[src/rtl/i2c_arb_pkg.sv]
// Shared types, default timing constants and packed-bus helpers for the
// I2C bus arbiter.
package i2c_arb_pkg;

  typedef enum logic [2:0] {
    S_IDLE       = 3'd0,
    S_ISSUE      = 3'd1,
    S_WAIT_START = 3'd2,
    S_WAIT_DONE  = 3'd3,
    S_RECOVER    = 3'd4,
    S_COMPLETE   = 3'd5
  } arb_state_t;

  localparam int DEF_NUM_REQ        = 4;
  localparam int DEF_START_MAX      = 16;
  localparam int DEF_TIMEOUT_CYCLES = 120_000;
  localparam int DEF_RECOVER_CYCLES = 4;

  // Widest packed bus the helpers accept: 8 requesters x 8 bits.
  localparam int BUS_W = 64;

  // Extract field number idx (each 'width' bits wide, width <= 8) from a
  // packed per-requester bus; the result is right-aligned and zero-filled.
  function automatic logic [7:0] field_slice(input logic [BUS_W-1:0] bus,
                                             input int unsigned     width,
                                             input int unsigned     idx);
    logic [BUS_W-1:0] shifted;
    logic [7:0]       mask;
    shifted = bus >> (idx * width);
    mask    = 8'hFF >> (32'd8 - width);
    return shifted[7:0] & mask;
  endfunction

endpackage

[src/rtl/i2c_bus_arbiter_rr_picker.sv]
// Round-robin picker: finds the first asserted request strictly after the
// pointer position, wrapping around, and reports it one-hot and as an index.
module rr_picker #(
  parameter int N  = 4,
  parameter int IW = (N > 1) ? $clog2(N) : 1
) (
  input  logic [N-1:0]  req,
  input  logic [IW-1:0] ptr,
  output logic          any,
  output logic [N-1:0]  onehot,
  output logic [IW-1:0] idx
);

  logic [IW-1:0] pos_s;

  // Rotating priority search; the first hit wins and later hits are ignored.
  always_comb begin
    any    = 1'b0;
    onehot = '0;
    idx    = '0;
    pos_s  = '0;
    for (int i = 1; i <= N; i++) begin
      pos_s = IW'((32'(ptr) + 32'(i)) % N);
      if (!any && req[pos_s]) begin
        any           = 1'b1;
        onehot[pos_s] = 1'b1;
        idx           = pos_s;
      end else begin
        any = any;
      end
    end
  end

endmodule

[src/rtl/i2c_bus_arbiter.sv]
// Round-robin arbiter / sequencer sharing one single-byte I2C controller
// among NUM_REQ requesters, with start and busy watchdogs that reset a hung
// controller and report the failure back to the owning requester.
module i2c_bus_arbiter
  import i2c_arb_pkg::*;
#(
  parameter int NUM_REQ        = DEF_NUM_REQ,
  parameter int START_MAX      = DEF_START_MAX,
  parameter int TIMEOUT_CYCLES = DEF_TIMEOUT_CYCLES,
  parameter int RECOVER_CYCLES = DEF_RECOVER_CYCLES
) (
  input  logic                 clk,
  input  logic                 rst,
  input  logic [NUM_REQ-1:0]   req_valid,
  input  logic [NUM_REQ-1:0]   req_rw,
  input  logic [7*NUM_REQ-1:0] req_dev_addr,
  input  logic [8*NUM_REQ-1:0] req_reg_addr,
  input  logic [8*NUM_REQ-1:0] req_wdata,
  output logic [NUM_REQ-1:0]   grant,
  output logic [NUM_REQ-1:0]   req_done,
  output logic                 req_error,
  output logic [7:0]           rdata,
  output logic                 m_enable,
  output logic                 m_read_write,
  output logic [6:0]           m_device_address,
  output logic [7:0]           m_register_address,
  output logic [7:0]           m_mosi_data,
  input  logic [7:0]           m_miso_data,
  input  logic                 m_busy,
  output logic                 m_reset_n,
  output logic [7:0]           fault_count
);

  localparam int IW      = (NUM_REQ > 1) ? $clog2(NUM_REQ) : 1;
  // One counter serves all three waits, so size it for the longest one.
  localparam int CNT_TOP = (TIMEOUT_CYCLES > START_MAX)
                           ? ((TIMEOUT_CYCLES > RECOVER_CYCLES) ? TIMEOUT_CYCLES : RECOVER_CYCLES)
                           : ((START_MAX > RECOVER_CYCLES) ? START_MAX : RECOVER_CYCLES);
  localparam int CW      = $clog2(CNT_TOP + 1);

  localparam logic [CW-1:0] START_LAST   = CW'(START_MAX - 1);
  localparam logic [CW-1:0] TIMEOUT_LAST = CW'(TIMEOUT_CYCLES - 1);
  localparam logic [CW-1:0] RECOVER_LAST = CW'(RECOVER_CYCLES - 1);

  arb_state_t         state_r, state_n;
  logic [IW-1:0]      ptr_r, ptr_n;
  logic [CW-1:0]      cnt_r, cnt_n;
  logic               err_r, err_n;
  logic               rw_r, rw_n;
  logic [6:0]         dev_r, dev_n;
  logic [7:0]         reg_addr_r, reg_addr_n;
  logic [7:0]         wdata_r, wdata_n;
  logic [NUM_REQ-1:0] grant_r, grant_n;
  logic [NUM_REQ-1:0] done_r, done_n;
  logic               req_error_r, req_error_n;
  logic [7:0]         rdata_r, rdata_n;
  logic               m_enable_r, m_enable_n;
  logic               m_reset_n_r, m_reset_n_n;
  logic [7:0]         fault_r, fault_n;

  logic               pick_any_s;
  logic [NUM_REQ-1:0] pick_onehot_s;
  logic [IW-1:0]      pick_idx_s;

  rr_picker #(
    .N  (NUM_REQ),
    .IW (IW)
  ) u_picker (
    .req    (req_valid),
    .ptr    (ptr_r),
    .any    (pick_any_s),
    .onehot (pick_onehot_s),
    .idx    (pick_idx_s)
  );

  // Next-state and next-output logic; everything visible outside is registered.
  always_comb begin
    state_n     = state_r;
    ptr_n       = ptr_r;
    cnt_n       = cnt_r;
    err_n       = err_r;
    rw_n        = rw_r;
    dev_n       = dev_r;
    reg_addr_n  = reg_addr_r;
    wdata_n     = wdata_r;
    grant_n     = grant_r;
    done_n      = '0;
    req_error_n = 1'b0;
    rdata_n     = 8'h00;
    m_enable_n  = 1'b0;
    m_reset_n_n = 1'b1;
    fault_n     = fault_r;
    case (state_r)
      S_IDLE: begin
        // A busy controller here belongs to someone else; wait it out.
        if (!m_busy && pick_any_s) begin
          ptr_n      = pick_idx_s;
          rw_n       = req_rw[pick_idx_s];
          dev_n      = 7'(field_slice(BUS_W'(req_dev_addr), 32'd7, 32'(pick_idx_s)));
          reg_addr_n = field_slice(BUS_W'(req_reg_addr), 32'd8, 32'(pick_idx_s));
          wdata_n    = field_slice(BUS_W'(req_wdata), 32'd8, 32'(pick_idx_s));
          grant_n    = pick_onehot_s;
          m_enable_n = 1'b1;
          err_n      = 1'b0;
          state_n    = S_ISSUE;
        end else begin
          state_n = S_IDLE;
        end
      end
      S_ISSUE: begin
        cnt_n   = '0;
        state_n = S_WAIT_START;
      end
      S_WAIT_START: begin
        if (m_busy) begin
          cnt_n   = '0;
          state_n = S_WAIT_DONE;
        end else if (cnt_r == START_LAST) begin
          cnt_n       = '0;
          err_n       = 1'b1;
          m_reset_n_n = 1'b0;
          state_n     = S_RECOVER;
        end else begin
          cnt_n = cnt_r + CW'(1);
        end
      end
      S_WAIT_DONE: begin
        if (!m_busy) begin
          done_n      = grant_r;
          req_error_n = err_r;
          rdata_n     = rw_r ? m_miso_data : 8'h00;
          state_n     = S_COMPLETE;
        end else if (cnt_r == TIMEOUT_LAST) begin
          cnt_n       = '0;
          err_n       = 1'b1;
          m_reset_n_n = 1'b0;
          state_n     = S_RECOVER;
        end else begin
          cnt_n = cnt_r + CW'(1);
        end
      end
      S_RECOVER: begin
        // Controller reset is held low for exactly RECOVER_CYCLES cycles.
        if (cnt_r == RECOVER_LAST) begin
          done_n      = grant_r;
          req_error_n = err_r;
          fault_n     = (fault_r == 8'hFF) ? fault_r : fault_r + 8'd1;
          state_n     = S_COMPLETE;
        end else begin
          cnt_n       = cnt_r + CW'(1);
          m_reset_n_n = 1'b0;
        end
      end
      S_COMPLETE: begin
        grant_n = '0;
        state_n = S_IDLE;
      end
      default: begin
        grant_n = '0;
        state_n = S_IDLE;
      end
    endcase
  end

  // State, latched command and registered outputs.
  always_ff @(posedge clk or negedge rst) begin
    if (!rst) begin
      state_r     <= S_IDLE;
      ptr_r       <= IW'(NUM_REQ - 1);
      cnt_r       <= '0;
      err_r       <= 1'b0;
      rw_r        <= 1'b0;
      dev_r       <= 7'h00;
      reg_addr_r  <= 8'h00;
      wdata_r     <= 8'h00;
      grant_r     <= '0;
      done_r      <= '0;
      req_error_r <= 1'b0;
      rdata_r     <= 8'h00;
      m_enable_r  <= 1'b0;
      m_reset_n_r <= 1'b1;
      fault_r     <= 8'h00;
    end else begin
      state_r     <= state_n;
      ptr_r       <= ptr_n;
      cnt_r       <= cnt_n;
      err_r       <= err_n;
      rw_r        <= rw_n;
      dev_r       <= dev_n;
      reg_addr_r  <= reg_addr_n;
      wdata_r     <= wdata_n;
      grant_r     <= grant_n;
      done_r      <= done_n;
      req_error_r <= req_error_n;
      rdata_r     <= rdata_n;
      m_enable_r  <= m_enable_n;
      m_reset_n_r <= m_reset_n_n;
      fault_r     <= fault_n;
    end
  end

  assign grant              = grant_r;
  assign req_done           = done_r;
  assign req_error          = req_error_r;
  assign rdata              = rdata_r;
  assign m_enable           = m_enable_r;
  assign m_read_write       = rw_r;
  assign m_device_address   = dev_r;
  assign m_register_address = reg_addr_r;
  assign m_mosi_data        = wdata_r;
  // The controller is also held in reset whenever the arbiter is.
  assign m_reset_n          = m_reset_n_r & rst;
  assign fault_count        = fault_r;

endmodule

[config.mk]
export PLATFORM = sky130hd
export DESIGN_NAME = i2c_bus_arbiter
export DESIGN_NICKNAME = d
export VERILOG_FILES = /design/src/rtl/i2c_arb_pkg.sv /design/src/rtl/i2c_bus_arbiter_rr_picker.sv /design/src/rtl/i2c_bus_arbiter.sv
export SDC_FILE = /design/constraint.sdc
export NUM_CORES = 1
export LEC_CHECK = 0
export CORE_AREA = 2 2 127 129
export CTS_CLUSTER_SIZE = 12
export DETAILED_ROUTE_END_ITERATION = 10
export DIE_AREA = 0 0 129 131
export GPL_ROUTABILITY_DRIVEN = 0
export PLACE_DENSITY = 0.64
export SYNTH_ARGS = -nofsm -noshare
export SYNTH_HDL_FRONTEND = slang
export SYNTH_SLANG_ARGS = --single-unit
[constraint.sdc]
create_clock -name clk -period 4.2 [get_ports clk]
set_input_delay 0.84 -clock clk [delete_from_list [all_inputs] [get_ports clk]]
set_output_delay 0.84 -clock clk [all_outputs]
set_load 0.01 [all_outputs]
==> results of run 1 <==
-- layout make-up --
cell class                      instances  area (sq um)
Clock buffer                            9           225
Fill cell                            1481          8990
Clock inverter                          6          68.8
Inverter                                8          30.0
Multi-Input combinational cell        339          2490
Tap cell                              216           270
Timing Repair Buffer                  167          1670
Sequential cell                        74          1860
-- worst max-delay path, stage by stage, from the launching register on --
cell and delay (ps):
dfstp_2 740, inv_1 240, ha_1 450, mux2i_1 180, mux2i_1 740, or3_1 240, o2bb2ai_2 100, buf_4 340
mux2_2 390, o21ai_1 120
-- synth_stat cells, types with 9 or more instances --
cell type  count  area share
dfrtp_1       71        0.39
nand2_1       54       0.045
mux2i_1       52        0.11
o21ai_1       30       0.033
mux2_2        26       0.064
and2_1        16       0.022
o21ai_0       15       0.017
clkbuf_1      14       0.012
nand3_1       12       0.013
nor2_1        11      0.0091
ha_1          10       0.028
nor3_1         9      0.0099
-- power groups by stage --
| stage | sequential (uW) | combinational (uW) | clock [uW] |
|---|---|---|---|
| 4_1_cts | 1080 | 2440 | 793 |
| 5_1_grt | 1110 | 2630 | 825 |
| 6_report | 1080 | 2410 | 761 |
| 3_3_place_gp | 1080 | 2370 | 0 |
| 2_1_floorplan | 1080 | 1770 | 0 |
| 3_5_place_dp | 1090 | 2430 | 0 |
-- stage by stage --
step | util | instance area (sq um) | setup WS, ps | hold WS (ps) | cells
5_1_grt | 0.424 | 6610 | 342 | 508 | 819
4_1_cts | 0.424 | 6610 | 595 | 479 | 819
3_3_place_gp | 0.405 | 6320 | 794 | 461 | 804
3_5_place_dp | 0.405 | 6320 | 610 | 465 | 804
2_1_floorplan | - | 4540 | 1000 | 442 | 448
6_report | 0.424 | 6610 | 582 | 474 | 819
-- sequential cells by signal, indices dropped and copies added, names as in the netlist --
register / flops
cnt_r: 17
fault_count: 8
m_mosi_data: 8
m_register_address: 8
rdata: 8
m_device_address: 7
grant: 4
req_done: 4
state_r: 3
ptr_r: 2
err_r: 1
m_enable: 1
m_read_write: 1
m_reset_n_r: 1
req_error: 1
-- worst min-delay path by stage --
stage	slack [ps]	end	cells past startpoint	start
2_1_floorplan	440	err_r	2	err_r
3_3_place_gp	460	m_device_address[4]	2	m_device_address[4]
3_5_place_dp	460	m_device_address[4]	2	m_device_address[4]
4_1_cts	480	m_device_address[4]	2	m_device_address[4]
5_1_grt	510	m_register_address[4]	2	m_register_address[4]
6_report	470	m_device_address[4]	2	m_device_address[4]
-- kinds of logic (layout without fill, tap and decap cells) --
| logic type | count (synthesis) | count (layout) | share of synthesized area |
|---|---|---|---|
| AOI/OAI and AO/OA | 92 | 92 | 0.143 |
| xor gates and xnor gates | 11 | 11 | 0.0212 |
| adders and majority gates | 10 | 10 | 0.0275 |
| buffers and inverters | 35 | 190 | 0.0438 |
| DFF | 74 | 74 | 0.409 |
| muxes | 83 | 83 | 0.199 |
| and+or+nand+nor | 143 | 143 | 0.157 |
-- routing by layer --
metal | share of wire | GRT usage
met5 | 0 | 0
met3 | 0.075 | 0.0391
met2 | 0.48 | 0.265
met1 | 0.43 | 0.177
met4 | 0.015 | 0.0499
==> results.sh, run 1 <==
export IMPL_max_slew_margin=0.377
export IMPL_num_vias=3971
export IMPL_p_total_uw=4260
export IMPL_fin_crit_sh=0.861
export IMPL_max_freq_mhz=276
export IMPL_rows=46
export IMPL_clk_pin_slew_worst_paths_ps=60
export IMPL_r2r_cells=9
export IMPL_r2r_start="ptr_r[0]"
export IMPL_r2r_end="m_register_address[1]"
export IMPL_die_area_sq_um=16900
export IMPL_wl_per_cell_microns=15.5
export IMPL_cts_setup_buffers=0
export IMPL_io_pins=162
export IMPL_power_switching_uw=1660
export IMPL_drv_cap=0
export IMPL_drv_slew=0
export IMPL_power_frac_seq=0.254
export IMPL_combPwrFrac=0.567
export IMPL_nets=720
export IMPL_reg2reg_slack_ps=580
export IMPL_avgSynthCellArea_sq_um=10.1
export IMPL_cts_root_buf="clkbuf_16"
export IMPL_fin_tns_setup_ps=0
export IMPL_status="complete, no violations"
export IMPL_arrival_ps=3880
export IMPL_syn_area_sq_um=4540
export IMPL_ys_warn_count=0
export IMPL_drtAntennaViolNets=0
export IMPL_portBuffers=161
export IMPL_diodes=0
export IMPL_coreArea_sq_um=15600
export IMPL_drc=0
export IMPL_power_leakage_uw=0.00278
export IMPL_cp_data_required_time_ps=4460
export IMPL_grt_overflow=0
export IMPL_ctsResizeCount=0
export IMPL_power_density_nw_per_um2=644
export IMPL_drive_gt1_frac=0.106
export IMPL_ir_worst_vdd_uv=386
export IMPL_fin_skew_ps=8.47
export IMPL_setup_viol=0
export IMPL_sw_frac_of_total=0.391
export IMPL_path_max_fanout=25
export IMPL_cts_max_level=3
export IMPL_cts_tree="built"
export IMPL_synth_nets=569
export IMPL_cp_end_kind="register"
export IMPL_grt_max_degree=75
export IMPL_drtPass1Iterations=4
export IMPL_layout_commonest_cell="clkdlybuf4s50_1"
export IMPL_synth_seq_area_share=0.409
export IMPL_crit_type="register to register"
export IMPL_area_growth_pct=45.6
export IMPL_die_h_microns=131
export IMPL_hpwl_microns=9550
export IMPL_critPathLaunchType="register"
export IMPL_cts_sinks=74
export IMPL_min_period_ps=3620
export IMPL_drt_total_wl_microns=12700
export IMPL_ys_flop_type="dfrtp_1"
export IMPL_grt_pass1_vias=3989
export IMPL_grt_pass1_wl_microns=19900
export IMPL_cts_buffers=9
export IMPL_hold_violations=0
export IMPL_mostFrequentLayoutCells="clkdlybuf4s50_1 (160), dfrtp_1 (71), nand2_1 (54)"
export IMPL_crit_start="ptr_r[0]"
export IMPL_grt_usage=0.150
export IMPL_initial_core_util=0.291
export IMPL_hold_path_class="register to register"
export IMPL_worst_pin_slew_ps=908
export IMPL_cts_max_path_buffers=2
export IMPL_clock_power_share=0.179
export IMPL_cp_endpoint="m_register_address[1]"
export IMPL_synth_cell_types=53
export IMPL_netlist_instances=448
export IMPL_grt_antenna_before_repair=0
export IMPL_ys_async_sr_fraction=1.00
export IMPL_cts_hold_buf=0
export IMPL_rsz0062_at_grt="false"
export IMPL_ys_ff_latch=74
export IMPL_viasPerCell=4.85
export IMPL_p_int_uw=2590
export IMPL_clkLatencyLatePin_ps=340
export IMPL_dieWidth_microns=129
export IMPL_synth_edff_count=0
export IMPL_drtIter0Drc=170
No activity file was read; power rests on OpenSTA's default activity.
==> run 2, diff against run 1 <==
--- a/config.mk
+++ b/config.mk
@@ -5,12 +5,14 @@
 export SDC_FILE = /design/constraint.sdc
 export NUM_CORES = 1
 export LEC_CHECK = 0
-export CORE_AREA = 2 2 127 129
+export ABC_AREA = 1
+export CORE_AREA = 2 2 137 139
 export CTS_CLUSTER_SIZE = 12
 export DETAILED_ROUTE_END_ITERATION = 10
-export DIE_AREA = 0 0 129 131
+export DIE_AREA = 0 0 139 141
 export GPL_ROUTABILITY_DRIVEN = 0
-export PLACE_DENSITY = 0.64
+export MAX_ROUTING_LAYER = met4
+export PLACE_DENSITY = 0.62
 export SYNTH_ARGS = -nofsm -noshare
 export SYNTH_HDL_FRONTEND = slang
 export SYNTH_SLANG_ARGS = --single-unit
==> run 2 against run 1 <==
Die area rose by 16%. First-iteration DRC count increased by 94%. Design area rose by 12%. Maximum frequency up 10%. Global-route usage up 1.3 points. Cell count grew 43%. Worst hold slack got worse by 78 ps. Combinational power grew 22%.
==> results.sh, run 2 <==
export IMPL_status="complete, no violations"
export IMPL_crit_chain="inv_2 > ha_1 > inv_1 > nand3_1 > nand2_1 > nand4_4 > nand3_2 > nor2_2 > nand3_1 > nand3_1"
export IMPL_max_slew_margin=0.543
export IMPL_die_h_microns=141
export IMPL_ys_warn_count=0
export IMPL_sw_frac_of_total=0.470
export IMPL_fin_skew_ps=6.97
export IMPL_diodes=0
export IMPL_ir_worst_vdd_uv=581
export IMPL_power_density_nw_per_um2=644
export IMPL_avgSynthCellArea_sq_um=6.80
export IMPL_cts_root_buf="clkbuf_16"
export IMPL_area_growth_pct=39.2
export IMPL_utilization=0.405
export IMPL_yosysTopAreaCell="dfrtp_1"
export IMPL_fin_crit_sh=0.783
export IMPL_cts_max_level=3
export IMPL_clkLatencyLatePin_ps=330
export IMPL_drt_total_wl_microns=15400
export IMPL_hold_path_class="primary input to async pin"
export IMPL_drv_slew=0
export IMPL_layout_commonest_cell="nand2_1"
export IMPL_multi_input_area_sq_um=2750
export IMPL_setup_viol=0
export IMPL_min_period_ps=3290
export IMPL_dpl_cell_area_sq_um=7090
export IMPL_io_pins=162
export IMPL_synth_nets=902
export IMPL_combPwrFrac=0.618
export IMPL_cts_setup_buffers=0
export IMPL_path_max_fanout=24
export IMPL_final_seq_area_sq_um=1860
export IMPL_worst_path_stages=10
export IMPL_rows=50
export IMPL_cts_tree="built"
export IMPL_power_frac_seq=0.220
export IMPL_die_area_sq_um=19600
export IMPL_hpwl_microns=11600
export IMPL_grt_pass1_wl_microns=25600
export IMPL_synth_most_common_cell="nand2_1"
export IMPL_arrival_ps=3560
export IMPL_cts_hold_buf=0
export IMPL_cp_data_required_time_ps=4470
export IMPL_hold_violations=0
export IMPL_netlist_instances=781
export IMPL_worst_pin_slew_ps=684
export IMPL_ys_async_sr_fraction=1.00
export IMPL_fillCellCount=1918
export IMPL_crit_path_max_incr_delay_ps=730
export IMPL_nets=1050
export IMPL_p_int_uw=2520
export IMPL_max_freq_mhz=304
export IMPL_grt_max_degree=76
export IMPL_cts_sinks=74
export IMPL_syn_area_sq_um=5310
export IMPL_synth_area_top_cells="dfrtp_1 (33%), nand2_1 (15%), nand3_1 (13%), inv_1 (9.3%), or2_2 (2.7%)"
export IMPL_stdcell_area_sq_um=7390
export IMPL_cpMostUsedCell="nand3_1"
export IMPL_grt_pass1_vias=5272
export IMPL_slowest_stage="dfstp_2"
export IMPL_critPathLaunchType="register"
export IMPL_synth_edff_count=0
export IMPL_grt_antenna_before_repair=0
export IMPL_top_register="cnt_r"
export IMPL_dieWidth_microns=139
export IMPL_clock_power_share=0.162
export IMPL_ctsResizeCount=0
export IMPL_grt_overflow=0
export IMPL_drtAntennaViolNets=0
export IMPL_ys_ff_latch=74
export IMPL_drive_gt1_frac=0.0782
export IMPL_wl_per_cell_microns=13.2
export IMPL_drc=0
export IMPL_netlist_area_leader_share=0.335
export IMPL_drv_cap=0
export IMPL_cts_buffers=9
export IMPL_largest_register_ffs=17
export IMPL_synthTopCellsByCount="nand2_1 (207), nand3_1 (134), inv_1 (131), dfrtp_1 (71), nor2_1 (35)"
export IMPL_rsz0062_at_grt="false"
export IMPL_mostFrequentLayoutCells="nand2_1 (207), clkdlybuf4s50_1 (160), nand3_1 (134)"
export IMPL_power_switching_uw=2240
export IMPL_cp_end_kind="register"
export IMPL_synth_seq_area_share=0.349
export IMPL_portBuffers=161
export IMPL_ys_flop_type="dfrtp_1"
export IMPL_grt_usage=0.163
export IMPL_cts_max_path_buffers=2
export IMPL_fin_tns_setup_ps=0
export IMPL_num_vias=5417
export IMPL_initial_core_util=0.291
export IMPL_crit_buf_inv=2
export IMPL_cp_top_family="simple AND/OR/NAND/NOR gates"
export IMPL_clk_pin_slew_worst_paths_ps=60
export IMPL_synth_cell_types=43
export IMPL_drtPass1Iterations=8
export IMPL_viasPerCell=4.64
export IMPL_power_leakage_uw=0.00365
export IMPL_r2r_cells=10
export IMPL_drtIter0Drc=330
export IMPL_coreArea_sq_um=18300
export IMPL_crit_type="register to register"
## run 2: cell types whose count changed after synthesis, sizes merged, moves of 7 or more
cell	before	now
and2	16	0
mux2i	52	0
nand2	54	213
nor2b	8	0
inv	8	136
nand4	8	15
buf	13	22
mux2	28	0
xor2	3	16
nor2	11	38
nand3	12	138
or2	0	26
o21ai	48	31
## run 2: stage by stage
| stage | cells | power [uW] | hold WS, ps | setup slack, ps |
|---|---|---|---|---|
| global placement | 1152 | 4000 | 462 | 933 |
| global route | 1168 | 5240 | 416 | 577 |
| CTS | 1168 | 4810 | 407 | 879 |
| detailed placement | 1152 | 4010 | 470 | 828 |
| finish | 1168 | 4760 | 396 | 911 |
| floorplan | 781 | 3220 | 460 | 1830 |
## run 2: final timing paths
| kind | start | to | slack (ps) |
|---|---|---|---|
| max in group asynchronous | rst | m_device_address[3] | 2810 |
| worst max-delay path | ptr_r[0] | m_mosi_data[0] | 910 |
| worst min-delay path | rst | cnt_r[13] | 400 |
| worst max register to register | ptr_r[0] | m_mosi_data[0] | 910 |
| min in group clk | m_register_address[2] | m_register_address[2] | 480 |
| worst min register to register | m_register_address[2] | m_register_address[2] | 480 |
## run 2: metal layers
| layer | vias to the layer above | global-route usage | wire [microns] |
|---|---|---|---|
| li1 | 2767 | - | - |
| met1 | 2458 | 0.203 | 6770 |
| met2 | 175 | 0.266 | 7450 |
| met3 | 17 | 0.0350 | 879 |
| met4 | 0 | 0.0521 | 278 |
| met5 | - | - | 0 |
## run 2: power by group through the flow
stage	registers [uW]	clock network, uW	logic (uW)
2_1_floorplan	1080	0	2140
3_3_place_gp	1060	0	2940
3_5_place_dp	1060	0	2960
4_1_cts	1050	792	2970
5_1_grt	1070	824	3350
6_report	1050	769	2940
## run 2: kinds of logic after synthesis
logic type      share of synthesized area
fa+ha+maj                          0.0236
simple gates                        0.404
compound gates                     0.0596
buf+inv                             0.133
flops                               0.349
xor+xnor                           0.0313
## run 2: layout make-up
class | instances | share of cell area
multi-input combinational | 539 | 0.372
tap | 234 | 0.0396
inverter | 136 | 0.0694
sequential | 74 | 0.251
clock inverter | 4 | 0.00694
clock buffer | 12 | 0.0333
timing repair buffer | 169 | 0.227
## run 2: worst register-to-register path, cell delays in order (launching register included)
cell and delay [ps]:
dfstp_2 730, inv_2 210, ha_1 450, inv_1 110, nand3_1 100, nand2_1 130
nand4_4 300, nand3_2 350, nor2_2 590, nand3_1 160, nand3_1 110
==> run 3, diff against run 2 <==
--- a/config.mk
+++ b/config.mk
@@ -12,7 +12,7 @@
 export DIE_AREA = 0 0 139 141
 export GPL_ROUTABILITY_DRIVEN = 0
 export MAX_ROUTING_LAYER = met4
-export PLACE_DENSITY = 0.62
+export PLACE_DENSITY = 0.64
 export SYNTH_ARGS = -nofsm -noshare
 export SYNTH_HDL_FRONTEND = slang
 export SYNTH_SLANG_ARGS = --single-unit
==> constraint.sdc (replaced) <==
create_clock -name clk -period 2.95 [get_ports clk]
set_input_delay 0.59 -clock clk [delete_from_list [all_inputs] [get_ports clk]]
set_output_delay 0.59 -clock clk [all_outputs]
set_load 0.01 [all_outputs]
==> run 3 against run 2 <==
Setup slack lost 650 ps. Clock skew grew 3.5 ps. Critical path depth rose by 1. Cell count is 0.68% higher. Largest cell class unchanged. First-iteration DRC count up 6.7%. Clock-buffer cell count decreased by 2.
==> results.sh, run 3 (synthesis gave the netlist of run 2 again) <==
export IMPL_cp_data_required_time_ps=3170
export IMPL_cts_root_buf="clkbuf_16"
export IMPL_hold_violations=0
export IMPL_power_switching_uw=3230
export IMPL_clock_power_share=0.181
export IMPL_power_leakage_uw=0.00371
export IMPL_timing_hold_ws_ps=276
export IMPL_rows=50
export IMPL_layout_commonest_cell="nand2_1"
export IMPL_initial_core_util=0.291
export IMPL_fin_tns_setup_ps=0
export IMPL_coreArea_sq_um=18300
export IMPL_sw_frac_of_total=0.459
export IMPL_clkLatencyLatePin_ps=350
export IMPL_power_density_nw_per_um2=938
export IMPL_mostFrequentLayoutCells="nand2_1 (207), clkdlybuf4s50_1 (160), nand3_1 (134)"
export IMPL_top_register="cnt_r"
export IMPL_cts_tree="built"
export IMPL_num_vias=5495
export IMPL_grt_overflow=0
export IMPL_dpl_cell_area_sq_um=7150
export IMPL_cts_sinks=74
export IMPL_layoutNonFillerInstCount=1176
export IMPL_reg2reg_slack_ps=260
export IMPL_status="complete, no violations"
export IMPL_die_area_sq_um=19600
export IMPL_grt_usage=0.167
export IMPL_fin_skew_ps=10.4
export IMPL_crit_type="register to register"
export IMPL_combPwrFrac=0.612
export IMPL_place_inst=1160
export IMPL_max_slew_margin=0.612
export IMPL_portBuffers=161
export IMPL_wl_per_cell_microns=13.3
export IMPL_cts_max_path_buffers=2
export IMPL_drt_total_wl_microns=15700
export IMPL_fin_crit_sh=0.911
export IMPL_io_pins=162
export IMPL_grt_pass1_vias=5379
export IMPL_area_growth_pct=41.2
export IMPL_viasPerCell=4.67
export IMPL_grt_max_degree=76
export IMPL_grt_pass1_wl_microns=26000
export IMPL_drv_cap=0
export IMPL_cts_buffers=9
export IMPL_drive_gt1_frac=0.0870
export IMPL_worst_pin_slew_ps=581
export IMPL_die_h_microns=141
export IMPL_clk_pin_slew_worst_paths_ps=70
export IMPL_min_period_ps=2690
export IMPL_critPathLaunchType="register"
export IMPL_arrival_ps=2910
export IMPL_setup_viol=0
export IMPL_hold_path_class="primary input to async pin"
export IMPL_r2r_start="ptr_r[1]"
export IMPL_stdcell_area_sq_um=7500
export IMPL_diodes=0
export IMPL_hpwl_microns=12000
export IMPL_drtPass1Iterations=5
export IMPL_p_int_uw=3810
export IMPL_drv_slew=0
export IMPL_drtAntennaViolNets=0
export IMPL_cp_end_kind="register"
export IMPL_power_frac_seq=0.207
export IMPL_cts_max_level=3
export IMPL_largest_register_ffs=17
export IMPL_drc=0
export IMPL_path_max_fanout=14
export IMPL_dieWidth_microns=139
export IMPL_r2r_end="m_device_address[6]"
export IMPL_drtIter0Drc=352
export IMPL_grt_antenna_before_repair=0
export IMPL_max_freq_mhz=372
export IMPL_rsz0062_at_grt="false"
export IMPL_nets=1058
export IMPL_r2r_cells=11
export IMPL_ir_worst_vdd_uv=866
## run 3: cell types whose count changed in the layout (fill, tap and decap cells not counted)
cell and delta:
nor2_4 +1, inv_6 +1, clkbuf_8 -1, buf_4 +8
bufinv_16 +2, clkinv_2 -1, clkinvlp_4 +1, nor2_2 -1
clkinv_4 -1, clkbuf_1 -1
## run 3: final cells by class
type	count	area, sq um
clock buffers	10	229
clock inverters	6	114
fillers	1938	10800
inverters	136	513
multi-input cells	539	2760
flip-flops and latches	74	1860
well taps	234	293
repair buffers	177	1740
## run 3: what timing repair did
| action | in CTS | in global routing |
|---|---|---|
| buffers inserted | 0 | 0 |
| endpoints found under the hold margin | 0 | 0 |
| hold buffers | 0 | 0 |
| resized for setup | 0 | 1 |
| endpoints found under the setup margin | 0 | 8 |
## run 3: worst max-delay path, stage by stage (launching register included)
cell	delay, ps
dfstp_2	530
inv_1	130
ha_1	440
inv_1	110
nand2_1	130
nand2_4	90
inv_4	80
nand3_1	120
o21ai_2	520
nor2_4	200
nand3_1	140
nand3_1	70
## run 3: metrics by stage
step	setup WS [ps]	utilization	total power (uW)
detailed placement	222	0.392	5780
floorplan	583	-	4590
global route	1.52	0.411	7710
finish	261	0.411	7040
global placement	288	0.392	5760
CTS	221	0.410	7080
## run 3: layer usage
layer	track usage	wire, microns	vias up	share of wire
li1	-	-	2783	-
met1	0.210	7030	2504	0.45
met2	0.271	7450	181	0.47
met3	0.0316	918	27	0.059
met4	0.0579	293	0	0.019
met5	-	0	-	0
## run 3: how the worst max path moves through the flow
stage	from	slack, ps	depth (start not counted)	to
after floorplan	ptr_r[0]	580	15	m_device_address[0]
after global placement	req_valid[0]	290	12	m_register_address[4]
after detailed placement	req_valid[0]	220	12	m_device_address[6]
after CTS	ptr_r[1]	220	12	m_device_address[6]
after global routing	ptr_r[1]	2	11	m_register_address[5]
final	ptr_r[1]	260	11	m_device_address[6]
## run 3: power groups by stage
stage	Sequential [uW]	Combinational (uW)	Clock (uW)
6_report	1460	4310	1280
5_1_grt	1490	4880	1340
4_1_cts	1460	4320	1300
3_5_place_dp	1470	4310	0
3_3_place_gp	1470	4290	0
2_1_floorplan	1540	3050	0
